--- config.mk ---
export PLATFORM = sky130hd
export DESIGN_NAME = uart_note_sequencer
export DESIGN_NICKNAME = d
export VERILOG_FILES = /design/src/rtl/uart_note_sequencer_pkg.sv /design/src/rtl/uart_note_sequencer_ram.sv /design/src/rtl/uart_note_sequencer.sv
export SDC_FILE = /design/constraint.sdc
export NUM_CORES = 1
export LEC_CHECK = 0
export CAP_MARGIN = 10
export CORE_MARGIN = 1
export CORE_UTILIZATION = 35
export CTS_BUF_LIST = sky130_fd_sc_hd__clkbuf_16
export DETAILED_ROUTE_END_ITERATION = 16
export GPL_ROUTABILITY_DRIVEN = 0
export GPL_TIMING_DRIVEN = 0
export PLACE_DENSITY_LB_ADDON = 0.1
export SLEW_MARGIN = 30
export SYNTH_ARGS = -nofsm -noshare
export SYNTH_HDL_FRONTEND = slang
export SYNTH_SLANG_ARGS = --single-unit
--- constraint.sdc ---
create_clock -name i_Clk -period 5 [get_ports i_Clk]
set_input_delay 1 -clock i_Clk [delete_from_list [all_inputs] [get_ports i_Clk]]
set_output_delay 1 -clock i_Clk [all_outputs]
set_load 0.02 [all_outputs]
--- src/rtl/uart_note_sequencer_pkg.sv ---
// Shared constants for the note sequencer: FSM encoding and the pitch
// half-period table (clocks at 25 MHz, C4 at index 0 up to D#5 at 15).
package uart_note_sequencer_pkg;

    localparam int CLK_HZ = 25_000_000;

    localparam logic [1:0] ST_IDLE  = 2'd0;
    localparam logic [1:0] ST_FETCH = 2'd1;
    localparam logic [1:0] ST_PLAY  = 2'd2;

    localparam int HALF_W = 16;
    typedef logic [HALF_W-1:0] half_t;

    // Index 0 is never played: pitch 0 means rest.
    function automatic half_t pitch_half(input logic [3:0] idx);
        case (idx)
            4'd0:    return 16'd47778;
            4'd1:    return 16'd45097;
            4'd2:    return 16'd42566;
            4'd3:    return 16'd40176;
            4'd4:    return 16'd37921;
            4'd5:    return 16'd35793;
            4'd6:    return 16'd33784;
            4'd7:    return 16'd31888;
            4'd8:    return 16'd30098;
            4'd9:    return 16'd28409;
            4'd10:   return 16'd26815;
            4'd11:   return 16'd25310;
            4'd12:   return 16'd23889;
            4'd13:   return 16'd22548;
            4'd14:   return 16'd21283;
            default: return 16'd20088;
        endcase
    endfunction

endpackage

--- src/rtl/uart_note_sequencer_ram.sv ---
// Note buffer: DEPTH x 8, one write port, registered read port.
module note_ram #(
    parameter  int DEPTH = 16,
    localparam int AW    = $clog2(DEPTH)
) (
    input  logic          clk,
    input  logic          wr_en,
    input  logic [AW-1:0] wr_addr,
    input  logic [7:0]    wr_data,
    input  logic [AW-1:0] rd_addr,
    output logic [7:0]    rd_data
);

    logic [7:0] mem [DEPTH];

    always_ff @(posedge clk) begin
        if (wr_en) begin
            mem[wr_addr] <= wr_data;
        end
        rd_data <= mem[rd_addr];
    end

endmodule

--- src/rtl/uart_note_sequencer.sv ---
// Note sequencer: buffers note bytes and plays them as a square wave,
// one-shot or looping, with manual stepping while idle.
module uart_note_sequencer
    import uart_note_sequencer_pkg::*;
#(
    parameter  int DEPTH       = 16,
    parameter  int NOTE_CLKS   = 6_250_000,
    parameter  int PITCH_SHIFT = 0,
    localparam int AW          = $clog2(DEPTH)
) (
    input  logic          i_Clk,
    input  logic          i_Rst_L,
    input  logic          i_Wr_DV,
    input  logic [7:0]    i_Wr_Byte,
    input  logic          i_Play,
    input  logic          i_Loop,
    input  logic          i_Step,
    input  logic          i_Clear,
    output logic          o_Tone,
    output logic [AW-1:0] o_Addr,
    output logic [7:0]    o_Note,
    output logic [AW:0]   o_Count,
    output logic          o_Full,
    output logic          o_Overflow,
    output logic          o_Busy,
    output logic          o_Done
);

    localparam int DW = $clog2(15 * NOTE_CLKS + 1);

    logic [1:0]    state, state_nxt;
    logic [AW-1:0] addr_nxt;
    logic [DW-1:0] dur_cnt, dur_load;
    half_t         half_cnt, half_fetch, half_play;
    logic [3:0]    note_pitch, dur_units;
    logic          last, wr_en;

    assign o_Full   = (o_Count == (AW+1)'(DEPTH));
    assign o_Busy   = (state != ST_IDLE);
    assign last     = ({1'b0, o_Addr} == o_Count - (AW+1)'(1));
    assign wr_en    = i_Rst_L && !i_Clear && i_Wr_DV && !o_Full;

    assign dur_units  = (o_Note[7:4] == 4'd0) ? 4'd1 : o_Note[7:4];
    assign dur_load   = DW'(dur_units) * DW'(NOTE_CLKS);
    assign half_fetch = pitch_half(o_Note[3:0]) >> PITCH_SHIFT;
    assign half_play  = pitch_half(note_pitch) >> PITCH_SHIFT;

    // Reads follow the next address so FETCH sees the note in one cycle.
    note_ram #(.DEPTH(DEPTH)) u_ram (
        .clk     (i_Clk),
        .wr_en   (wr_en),
        .wr_addr (o_Count[AW-1:0]),
        .wr_data (i_Wr_Byte),
        .rd_addr (addr_nxt),
        .rd_data (o_Note)
    );

    always_comb begin
        state_nxt = state;
        addr_nxt  = o_Addr;
        if (!i_Rst_L || i_Clear) begin
            state_nxt = ST_IDLE;
            addr_nxt  = '0;
        end else begin
            case (state)
                ST_IDLE: begin
                    if (i_Play && o_Count != '0) begin
                        state_nxt = ST_FETCH;
                        addr_nxt  = '0;
                    end else if (i_Step && o_Count != '0) begin
                        addr_nxt = last ? '0 : o_Addr + AW'(1);
                    end
                end
                ST_FETCH: begin
                    state_nxt = i_Play ? ST_PLAY : ST_IDLE;
                end
                ST_PLAY: begin
                    if (!i_Play) begin
                        state_nxt = ST_IDLE;
                    end else if (dur_cnt == DW'(1)) begin
                        if (!last) begin
                            state_nxt = ST_FETCH;
                            addr_nxt  = o_Addr + AW'(1);
                        end else if (i_Loop) begin
                            state_nxt = ST_FETCH;
                            addr_nxt  = '0;
                        end else begin
                            state_nxt = ST_IDLE;
                        end
                    end
                end
                default: state_nxt = ST_IDLE;
            endcase
        end
    end

    always_ff @(posedge i_Clk) begin
        if (!i_Rst_L) begin
            state      <= ST_IDLE;
            o_Addr     <= '0;
            o_Count    <= '0;
            o_Overflow <= 1'b0;
            o_Done     <= 1'b0;
            o_Tone     <= 1'b0;
            dur_cnt    <= '0;
            half_cnt   <= '0;
            note_pitch <= '0;
        end else begin
            state  <= state_nxt;
            o_Addr <= addr_nxt;
            o_Done <= 1'b0;
            if (i_Clear) begin
                o_Count    <= '0;
                o_Overflow <= 1'b0;
                o_Tone     <= 1'b0;
            end else begin
                if (i_Wr_DV) begin
                    if (o_Full) o_Overflow <= 1'b1;
                    else        o_Count    <= o_Count + (AW+1)'(1);
                end
                case (state)
                    ST_FETCH: begin
                        note_pitch <= o_Note[3:0];
                        dur_cnt    <= dur_load;
                        half_cnt   <= half_fetch;
                        o_Tone     <= 1'b0;
                    end
                    ST_PLAY: begin
                        if (state_nxt != ST_PLAY) begin
                            o_Tone <= 1'b0;
                            o_Done <= (state_nxt == ST_IDLE) && i_Play;
                        end else begin
                            dur_cnt <= dur_cnt - DW'(1);
                            if (note_pitch == 4'd0) begin
                                o_Tone <= 1'b0;
                            end else if (half_cnt == half_t'(1)) begin
                                o_Tone   <= ~o_Tone;
                                half_cnt <= half_play;
                            end else begin
                                half_cnt <= half_cnt - half_t'(1);
                            end
                        end
                    end
                    default: o_Tone <= 1'b0;
                endcase
            end
        end
    end

endmodule

==> flow_summary.toml <==
[critical_path]
critPathMaxFanout = 6
crit_start = "u_ram.rd_data[7]$_DFF_P_"
crit_type = "reg2reg"
required_ns = 5.45
critical_path_arrival_ns = 4.86
setup.worst_path.end_class = "register"
reg2reg_slack_ns = 0.59
worstReg2RegStart = "u_ram.rd_data[7]$_DFF_P_"
start_kind = "register"

[final_layout]
mostFrequentLayoutCell = "mux2i_1"
multi_input_area_mm2 = 0.005674
fill_cells = 3232
nNetsFinal = 1262
final_core_util_pct = 41.28
layout_common_cells = "136 x mux2i_1, 128 x edfxtp_1, 110 x nor2_1, 84 x dfxtp_1, 74 x a21oi_1"
register_area_mm2 = 0.005547
area.growth.synth_to_final_pct = 15.17
antenna_cells = 0
drive_above_1_share_pct = 7.622

[yosys]
synth_edf_count = 128
ys_seq_area_share_pct = 47.32
synth_top_flop_cell = "edfxtp_1"
synth_async_sr_flop_share_pct = 0
syn_nets = 1194
syn_inst = 1119
yosysWarnings = 0
syn-cell-area_mm2 = 0.01172
synth_area_per_cell_um2 = 10.47
synth_cell_types = 75
ys_ff_latch = 213

[cts]
clkSinkCount = 213
clk_pin_slew_ns = 0.06
cts_tree = "built"
h-tree-depth = 1
clk_path_buf_depth = 3
cts_inserted_buffers = 26
clk_latency_ns = 0.54
clockRootBuffer = "clkbuf_16"

[global_route]
grt_pass1_vias = 8586
grt_pass1_wl_um = 51110
antenna_found_initial = 0
grt_max_degree = 17
gr-total-overflow = 0
grt_usage_pct = 19.60

[die]
core_area_mm2 = 0.03270
dieArea_mm2 = 0.03422
floorplan.initialDensity_pct = 35.84
die_w_um = 185.0
die_h_um = 185.0
row_count = 66
ios = 37

[route]
drt_wl_total_um = 32800
avgViaCountPerCell = 5.246
remaining_drc_errors = 0
ant_nets = 0
drt_iter0_drc = 524
firstDrtPassIters = 5
wire_per_inst_um = 19.89
routed-via-count = 8651

[sta]
fin_skew_ns = 0.01448
tns_ns = 0
fin_crit_ns = 4.406
fmax_mhz = 227.0
fin_crit_sh_pct = 88.12
final_hold_viol_count = 0
drv_slew = 0
setup_viol = 0
rsz0062_at_grt = "no"
slew_headroom_pct = 38.22
worstMarginPinSlew_ns = 0.9233

[placed_design]
numPortBuffers = 35
hpwl_um = 23440

[outcome]
status = "finished clean"

[worst_hold_path]
hp-class = "reg2reg"
hp-start = "half_cnt[15]$_SDFFE_PN0P_"

[power_and_ir_drop]
irDropWorstVdd_mv = 0.2435
p_sw_uw = 1030
power_uw = 4061
power.share.clock_pct = 43.5
cellPowerDensity_mw_per_mm2 = 300.9
switching_share_pct = 25.36
internal_power_uw = 3031
cellLeakagePower_uw = 0.005434
comb_power_share_pct = 10.1
seq_power_share_pct = 46.4

[job]
maxCapViolCount = 0
path summary, 6_finish.rpt:
check | to | cells after the start
setup / recovery | dur_cnt[25]$_SDFFE_PN0P_ | 15
hold / removal | half_cnt[15]$_SDFFE_PN0P_ | 2
setup reg to reg | dur_cnt[25]$_SDFFE_PN0P_ | 15
hold reg to reg | half_cnt[15]$_SDFFE_PN0P_ | 2
layer usage:
| metal | wire length (um) | track usage, % | up-vias |
|---|---|---|---|
| met3 | 1203 | 2.438 | 47 |
| met4 | 770 | 5.388 | 0 |
| met2 | 15380 | 32.15 | 186 |
| li1 | - | - | 4236 |
| met5 | 0 | 0 | - |
| met1 | 15450 | 27.09 | 4182 |
cell usage after synthesis, types with 3 or more instances:
cell type  number  area share, %
xor2_1         15            1.1
a21oi_1        75            3.2
or4_1           6           0.38
o211ai_1       15           0.96
o21ai_0        47            2.0
o32ai_1         3           0.22
xnor2_1        18            1.3
o211a_1         4           0.34
o22ai_1         5           0.27
fa_1            8            1.4
a32o_1          3           0.26
nand4_1         6           0.32
nor3_1         38            1.6
buf_4           7           0.45
nor2b_1         4           0.21
clkbuf_1       39            1.2
a31oi_1         8           0.43
inv_1          53            1.7
and2_1          9           0.48
mux2i_1       136             12
dfxtp_1        85             15
nand3b_1        4           0.26
nand2_1        70            2.2
nand3_1        21           0.90
a21o_1          5           0.32
nand2b_1       16           0.85
o21ai_1        10           0.43
nor3b_1         5           0.32
a211oi_2        6           0.64
o21a_1          3           0.19
a211oi_1       11           0.70
o31ai_1         9           0.58
buf_6           9           0.86
and3_1          8           0.43
ha_1           52            5.6
edfxtp_1      128             33
nor2_1        110            3.5
or3_1           3           0.16
nor4_1         11           0.59
or2_2           3           0.16
a311oi_1        6           0.45
timing repair:
| item | 4_1_cts | 5_1_grt |
|---|---|---|
| pin swaps | 0 | 1 |
| buffers inserted | 0 | 5 |
| resized for setup | 1 | 3 |
| hold buffers | 0 | 0 |
| endpoints found under the setup margin | 2 | 2 |
| cloned | 0 | 0 |
logic make-up (layout without fill, tap and decap cells):
kind of cell	Yosys count	in the layout	share of synthesized area, %
AO/OA/AOI/OAI	233	233	13.04
XOR/XNOR	33	33	2.466
adder cells (fa/ha/maj)	60	60	6.918
buffers and inverters	114	202	4.505
flip-flops	213	213	47.32
multiplexers	139	139	12.10
AND/OR/NAND/NOR	327	327	13.67
area by class of cell:
class | instances | share of cell area, %
inverters | 54 | 1.502
multi-input cells | 792 | 42.04
clock buffers | 26 | 4.820
repair buffers | 40 | 2.874
well taps | 442 | 4.097
clock inverters | 22 | 1.168
flip-flops and latches | 213 | 41.09
plain buffers | 60 | 2.410
registers in the layout, indices dropped and copies added, names as in the netlist, 4 cells and up:
signal and cells:
dur_cnt 27, half_cnt 16, half_play 16, note_pitch 4, o_Addr 4, o_Count 5, u_ram.mem 128, u_ram.rd_data 8
through the flow:
stage	worst slack, ns	area (um2)	instances	hold slack (ns)
after floorplan	0.5823	11720	1119	0.4365
after global placement	-0.1918	12620	1596	0.4599
after detailed placement	-0.1970	12640	1596	0.4617
after CTS	0.1074	13450	1644	0.4735
after global routing	0.1034	13500	1649	0.4927
final	0.5940	13500	1649	0.4689
critical path: stages, from the launching register on:
cell,delay [ns]
dfxtp_1,0.46
inv_1,0.10
ha_1,0.24
a21oi_4,0.22
inv_1,0.15
fa_1,0.58
fa_1,0.49
a21o_1,0.17
a21oi_1,0.24
o21ba_2,0.18
o21ai_0,0.11
a21boi_0,0.29
o21ai_0,0.21
a2111oi_1,0.48
o311ai_0,0.22
a31oi_1,0.18
power groups by stage:
stage | Combinational, uW | Clock [uW] | Sequential (uW)
floorplan | 273 | 0 | 1920
global placement | 406 | 0 | 1920
detailed placement | 405 | 0 | 1920
CTS | 408 | 1820 | 1890
global route | 456 | 1880 | 1890
finish | 409 | 1770 | 1890
Power figures use the tool's default switching activity.
